[config.mk]
export PLATFORM = sky130hd
export DESIGN_NAME = ce_serializer_flat
export DESIGN_NICKNAME = d
export VERILOG_FILES = /design/src/rtl/ce_serializer_if.sv /design/src/rtl/ce_serializer.sv /design/src/flat_wrapper.sv
export SDC_FILE = /design/constraint.sdc
export NUM_CORES = 1
export LEC_CHECK = 0
export CORE_MARGIN = 2
export CORE_UTILIZATION = 41
export DETAILED_ROUTE_END_ITERATION = 10
export HOLD_SLACK_MARGIN = 0.08
export PLACE_DENSITY = 0.69
export SLEW_MARGIN = 15
export SYNTH_ARGS = -nofsm -noshare
export SYNTH_HDL_FRONTEND = slang
export SYNTH_SLANG_ARGS = --single-unit
[constraint.sdc]
create_clock -name CLK -period 2.1 [get_ports CLK]
set_input_delay 0.42 -clock CLK [delete_from_list [all_inputs] [get_ports CLK]]
set_output_delay 0.42 -clock CLK [all_outputs]
set_load 0.02 [all_outputs]
[src/rtl/ce_serializer_if.sv]
// Word handshake between a producer and ce_serializer.
// The producer drives the word and its valid flag; the serializer answers with ready.
interface ce_serializer_if #(
  parameter int WIDTH = 32
) ();
  logic [WIDTH-1:0] DATA_IN;
  logic             DATA_VALID;
  logic             DATA_READY;

  modport master (
    output DATA_IN,
    output DATA_VALID,
    input  DATA_READY
  );

  modport slave (
    input  DATA_IN,
    input  DATA_VALID,
    output DATA_READY
  );
endinterface

[src/rtl/ce_serializer.sv]
// Parallel-to-serial shifter paced by a one-CLK clock-enable pulse from the clock divider.
// One word per valid/ready handshake, one bit on SDO per CE period, framed by SFRAME.
module ce_serializer #(
  parameter int WIDTH      = 32,
  parameter bit MSB_FIRST  = 1'b1,
  parameter bit IDLE_LEVEL = 1'b0
) (
  input  logic               CLK,
  input  logic               RESET,
  input  logic               CE,
  ce_serializer_if.slave     dif,
  output logic               SDO,
  output logic               SFRAME,
  output logic               BIT_STROBE,
  output logic               DONE,
  output logic               BUSY
);

  localparam int                CNT_W    = $clog2(WIDTH);
  localparam logic [CNT_W-1:0]  CNT_LAST = CNT_W'(WIDTH - 1);
  localparam logic [CNT_W-1:0]  CNT_ZERO = {CNT_W{1'b0}};

  typedef enum logic [1:0] {
    ST_IDLE  = 2'd0,
    ST_ARMED = 2'd1,
    ST_SHIFT = 2'd2
  } state_t;

  state_t           state_r;
  state_t           state_nx_s;
  logic [WIDTH-1:0] shift_r;
  logic [WIDTH-1:0] shift_nx_s;
  logic [CNT_W-1:0] cnt_r;
  logic [CNT_W-1:0] cnt_nx_s;
  logic             sdo_r;
  logic             sdo_nx_s;
  logic             sframe_r;
  logic             sframe_nx_s;
  logic             strobe_r;
  logic             strobe_nx_s;
  logic             done_r;
  logic             done_nx_s;
  logic             accept_s;

  // The bit that leaves the shift register next, depending on shift order.
  function automatic logic head_bit(input logic [WIDTH-1:0] word);
    if (MSB_FIRST) begin
      return word[WIDTH-1];
    end else begin
      return word[0];
    end
  endfunction

  // Drop the bit just sent so the following one moves into the head position.
  function automatic logic [WIDTH-1:0] advance(input logic [WIDTH-1:0] word);
    if (MSB_FIRST) begin
      return {word[WIDTH-2:0], 1'b0};
    end else begin
      return {1'b0, word[WIDTH-1:1]};
    end
  endfunction

  assign accept_s       = dif.DATA_VALID & dif.DATA_READY;
  assign dif.DATA_READY = (state_r == ST_IDLE);
  assign BUSY           = (state_r == ST_ARMED) || (state_r == ST_SHIFT);
  assign SDO            = sdo_r;
  assign SFRAME         = sframe_r;
  assign BIT_STROBE     = strobe_r;
  assign DONE           = done_r;

  // State and datapath registers; reset drops any word in flight.
  always_ff @(posedge CLK or posedge RESET) begin
    if (RESET) begin
      state_r  <= ST_IDLE;
      shift_r  <= {WIDTH{1'b0}};
      cnt_r    <= CNT_ZERO;
      sdo_r    <= IDLE_LEVEL;
      sframe_r <= 1'b0;
      strobe_r <= 1'b0;
      done_r   <= 1'b0;
    end else begin
      state_r  <= state_nx_s;
      shift_r  <= shift_nx_s;
      cnt_r    <= cnt_nx_s;
      sdo_r    <= sdo_nx_s;
      sframe_r <= sframe_nx_s;
      strobe_r <= strobe_nx_s;
      done_r   <= done_nx_s;
    end
  end

  // Next-state logic: CE is only looked at once a word has been armed.
  always_comb begin
    state_nx_s = state_r;
    case (state_r)
      ST_IDLE: begin
        if (accept_s) begin
          state_nx_s = ST_ARMED;
        end else begin
          state_nx_s = ST_IDLE;
        end
      end
      ST_ARMED: begin
        if (CE) begin
          state_nx_s = ST_SHIFT;
        end else begin
          state_nx_s = ST_ARMED;
        end
      end
      ST_SHIFT: begin
        if (CE && (cnt_r == CNT_ZERO)) begin
          state_nx_s = ST_IDLE;
        end else begin
          state_nx_s = ST_SHIFT;
        end
      end
      default: begin
        state_nx_s = ST_IDLE;
      end
    endcase
  end

  // Output and datapath next values; strobe and done are single-cycle pulses.
  always_comb begin
    shift_nx_s  = shift_r;
    cnt_nx_s    = cnt_r;
    sdo_nx_s    = sdo_r;
    sframe_nx_s = sframe_r;
    strobe_nx_s = 1'b0;
    done_nx_s   = 1'b0;
    case (state_r)
      ST_IDLE: begin
        if (accept_s) begin
          shift_nx_s = dif.DATA_IN;
        end else begin
          shift_nx_s = shift_r;
        end
      end
      ST_ARMED: begin
        if (CE) begin
          sdo_nx_s    = head_bit(shift_r);
          shift_nx_s  = advance(shift_r);
          sframe_nx_s = 1'b1;
          strobe_nx_s = 1'b1;
          cnt_nx_s    = CNT_LAST;
        end else begin
          sframe_nx_s = sframe_r;
        end
      end
      ST_SHIFT: begin
        if (CE) begin
          // The counter reaching zero means the last bit has had its full period.
          if (cnt_r != CNT_ZERO) begin
            sdo_nx_s    = head_bit(shift_r);
            shift_nx_s  = advance(shift_r);
            strobe_nx_s = 1'b1;
            cnt_nx_s    = cnt_r - {{(CNT_W-1){1'b0}}, 1'b1};
          end else begin
            sdo_nx_s    = IDLE_LEVEL;
            sframe_nx_s = 1'b0;
            done_nx_s   = 1'b1;
          end
        end else begin
          sdo_nx_s = sdo_r;
        end
      end
      default: begin
        shift_nx_s  = {WIDTH{1'b0}};
        cnt_nx_s    = CNT_ZERO;
        sdo_nx_s    = IDLE_LEVEL;
        sframe_nx_s = 1'b0;
      end
    endcase
  end

endmodule
[src/flat_wrapper.sv]
// flat-port wrapper written by rule: the top's interface ports become plain ports
module ce_serializer_flat 
#(
  parameter int WIDTH      = 32,
  parameter bit MSB_FIRST  = 1'b1,
  parameter bit IDLE_LEVEL = 1'b0
)
  (CLK, RESET, CE, SDO, SFRAME, BIT_STROBE, DONE, BUSY, dif_DATA_IN, dif_DATA_VALID, dif_DATA_READY);
  ce_serializer_if #(.WIDTH(WIDTH)) dif_i ();
  input  logic CLK;
  input  logic RESET;
  input  logic CE;
  output logic SDO;
  output logic SFRAME;
  output logic BIT_STROBE;
  output logic DONE;
  output logic BUSY;
  input wire logic [$bits(dif_i.DATA_IN)-1:0] dif_DATA_IN;
  input wire logic [$bits(dif_i.DATA_VALID)-1:0] dif_DATA_VALID;
  output wire logic [$bits(dif_i.DATA_READY)-1:0] dif_DATA_READY;
  assign dif_i.DATA_IN = dif_DATA_IN;
  assign dif_i.DATA_VALID = dif_DATA_VALID;
  assign dif_DATA_READY = dif_i.DATA_READY;
  ce_serializer #(.WIDTH(WIDTH), .MSB_FIRST(MSB_FIRST), .IDLE_LEVEL(IDLE_LEVEL)) u_core (.CLK(CLK), .RESET(RESET), .CE(CE), .dif(dif_i), .SDO(SDO), .SFRAME(SFRAME), .BIT_STROBE(BIT_STROBE), .DONE(DONE), .BUSY(BUSY));
endmodule
==> impl_metrics.yaml <==
routing:
  drtAntennaViolNets: 0
  num_vias: 1741
  drtIter0Drc: 177
  drtPass1Iterations: 4
  drcViolationCount: 0
  vias_per_cell: 5.46
  wl_per_cell_um: 14.9
  wl_um: 4760
critical_path:
  r2r_start: "u_core.cnt_r[0]"
  r2r-end: "u_core.shift_r[1]"
  path_class: "reg2reg"
  path_max_fanout: 32
  crit_slowest_cell: "or3b_4"
  required_ns: 2.26
  r2r_cells: 6
  crit_family: "compound AO/OA/AOI/OAI gates"
  crit_buf_inv: 2
  crit_chain: "inv_1 > ha_1 > or3b_4 > o311ai_4 > clkbuf_16 > o31ai_1"
  critPathLaunchType: "flop"
  ff2ff_setup_slack_ns: 0.06
  slowest_delay_ns: 0.43
  crit_path_start: "u_core.cnt_r[0]"
  cp-end-kind: "flop"
  arrival_ns: 2.20
clocking:
  cts_root_buf: "clkbuf_8"
  clock-sinks: 43
  clk_latency_ns: 0.29
  clockBufferDepth: 2
  cts_setup_buffers: 0
  clk_pin_slew_ns: 0.08
  cts_tree: "yes"
  ctsHtreeMaxLevel: 2
  cts_buffers: 5
synthesis:
  syn_avg_cell_area_sq_um: 10.1
  syn_nets: 255
  yosys.area.top_type: "dfrtp_1"
  synth_common_cells: "43 x dfrtp_1, 35 x nand2_1, 32 x a22oi_1, 32 x o31ai_1, 13 x clkbuf_1"
  synth_top_area_share: 0.496
  synthTopCellsByArea: "dfrtp_1 50%, a22oi_1 11%, o31ai_1 11%"
  yosysSeqAreaShare: 0.496
  synth-edff-count: 0
  syn-cell-area_sq_um: 2170
  ys_ff_latch: 43
  ys_async_sr_fraction: 1.00
  syn_inst: 214
  synthDistinctLibCells: 30
  synthFlopType: "dfrtp_1"
  yosysMostFrequentCell: "dfrtp_1"
  ys_warn_count: 0
timing:
  whs_ns: 0.469
  fin_crit_sh: 0.972
  fmax_mhz: 490
  slew_viol_final: 0
  relSlewSlack: 0.740
  setup_tns_ns: 0
  worst_pin_slew_ns: 0.390
  min_period_ns: 2.04
  finalSetupViolCount: 0
  hold_viol: 0
  clock_skew_ns: 0.00627
placed_design:
  port_buffers: 41
  dp_cells: 312
  hpwlAfterDp_um: 2920
  gp_congestion: 0.748
finish:
  finish.utilization: 0.534
  finish.net_count: 291
  drive_gt1_frac: 0.0683
  fin_cells: 319
  area_growth_pct: 25.5
  antenna_cells: 0
  final.fill_count: 475
run_status:
  status: "complete, no violations"
global_route:
  gr-total-overflow: 0
  grt_max_degree: 65
  antenna_found_initial: 0
  grt_pass1_vias: 1611
  grt_usage: 0.160
  grt_pass1_wl_um: 7650
die:
  die_area_sq_um: 5890
  core_area_sq_um: 5110
  num_io_pins: 42
  rows: 26
  die_w_um: 76.8
  die_y_um: 76.8
  start_util: 0.425
power_and_ir_drop:
  p_per_area_nw_per_um2: 1520
  power_mw: 4.13
  peakVddDrop_v: 0.000512
  leakagePower_nw: 1.16
job:
  maxCapViolations: 0
hold_path:
  hold_class: "in2async"
[power by group]
group | internal [mW] | switching [mW]
clock network | 0.222 | 0.258
registers | 1.17 | 0.194
logic | 0.947 | 1.34
total | 2.34 | 1.79
[cell usage in the layout, fill, tap and decap left out, drive strengths merged, types with 5 or more instances in the layout]
cell and count:
a22oi 32, o21ai 5, nand2 35, dfrtp 43
nor2 7, buf 8, clkbuf 7, o31ai 32
clkdlybuf4s50 40, inv 9, ha 5
[per-layer routing]
metal / share of wire / GRT usage / wire length [um] / vias up
met5: 0 / 0 / 0 / -
met4: 0.016 / 0.0509 / 74 / 0
met3: 0.050 / 0.0435 / 239 / 8
met2: 0.45 / 0.237 / 2120 / 46
met1: 0.49 / 0.228 / 2320 / 835
li1: - / - / - / 852
[metrics by stage]
| stage | setup WS, ns | area (sq um) |
|---|---|---|
| CTS | 0.0390 | 2700 |
| global route | -0.0137 | 2730 |
| floorplan | 0.159 | 2170 |
| global placement | 0.164 | 2620 |
| detailed placement | 0.112 | 2620 |
| finish | 0.0597 | 2730 |
[state kept, by name, indices dropped and copies added, names as in the netlist]
register,flops
u_core.state_r,2
u_core.cnt_r,5
u_core.SDO,1
u_core.DONE,1
u_core.shift_r,32
u_core.SFRAME,1
u_core.BIT_STROBE,1
[logic make-up (layout without fill, tap and decap cells)]
group,count (synthesis),count (layout),synth area share
flops,43,43,0.496
mux,3,3,0.0144
simple gates,50,50,0.0963
buf+inv,31,66,0.0778
xor+xnor,2,2,0.00807
compound gates,80,80,0.279
fa+ha+maj,5,5,0.0288
[how the worst max path moves through the flow]
stage                     slack, ns  depth (start not counted)                  to
after floorplan                0.16                          7  u_core.shift_r[10]
after global placement         0.16                          6     u_core.cnt_r[0]
after detailed placement       0.11                          7  u_core.shift_r[31]
after CTS                      0.04                          3                BUSY
after global routing          -0.01                          7   u_core.shift_r[1]
final                          0.06                          6   u_core.shift_r[1]
[final cells by class]
class | instances | area (sq um) | share of cell area
clock buffer | 6 | 72.6 | 0.0266
inverter | 10 | 37.5 | 0.0138
multi-input combinational | 140 | 928 | 0.341
sequential | 43 | 1080 | 0.395
tap | 70 | 87.6 | 0.0321
timing repair buffer | 50 | 523 | 0.192
[timing repair]
action | in CTS | in global routing
gates resized for setup | 0 | 2
hold buffers | 0 | 0
setup endpoints to repair | 0 | 5
[worst register-to-register path: cells and delay by family, from the launching register on]
kind                     cells  cell delay, ns
AND/OR/NAND/NOR              1            0.43
AO/OA/AOI/OAI                2            0.52
flip-flops                   1            0.40
buffers and inverters        2            0.39
adder cells (fa/ha/maj)      1            0.18
(Power assumes the default switching activity.)
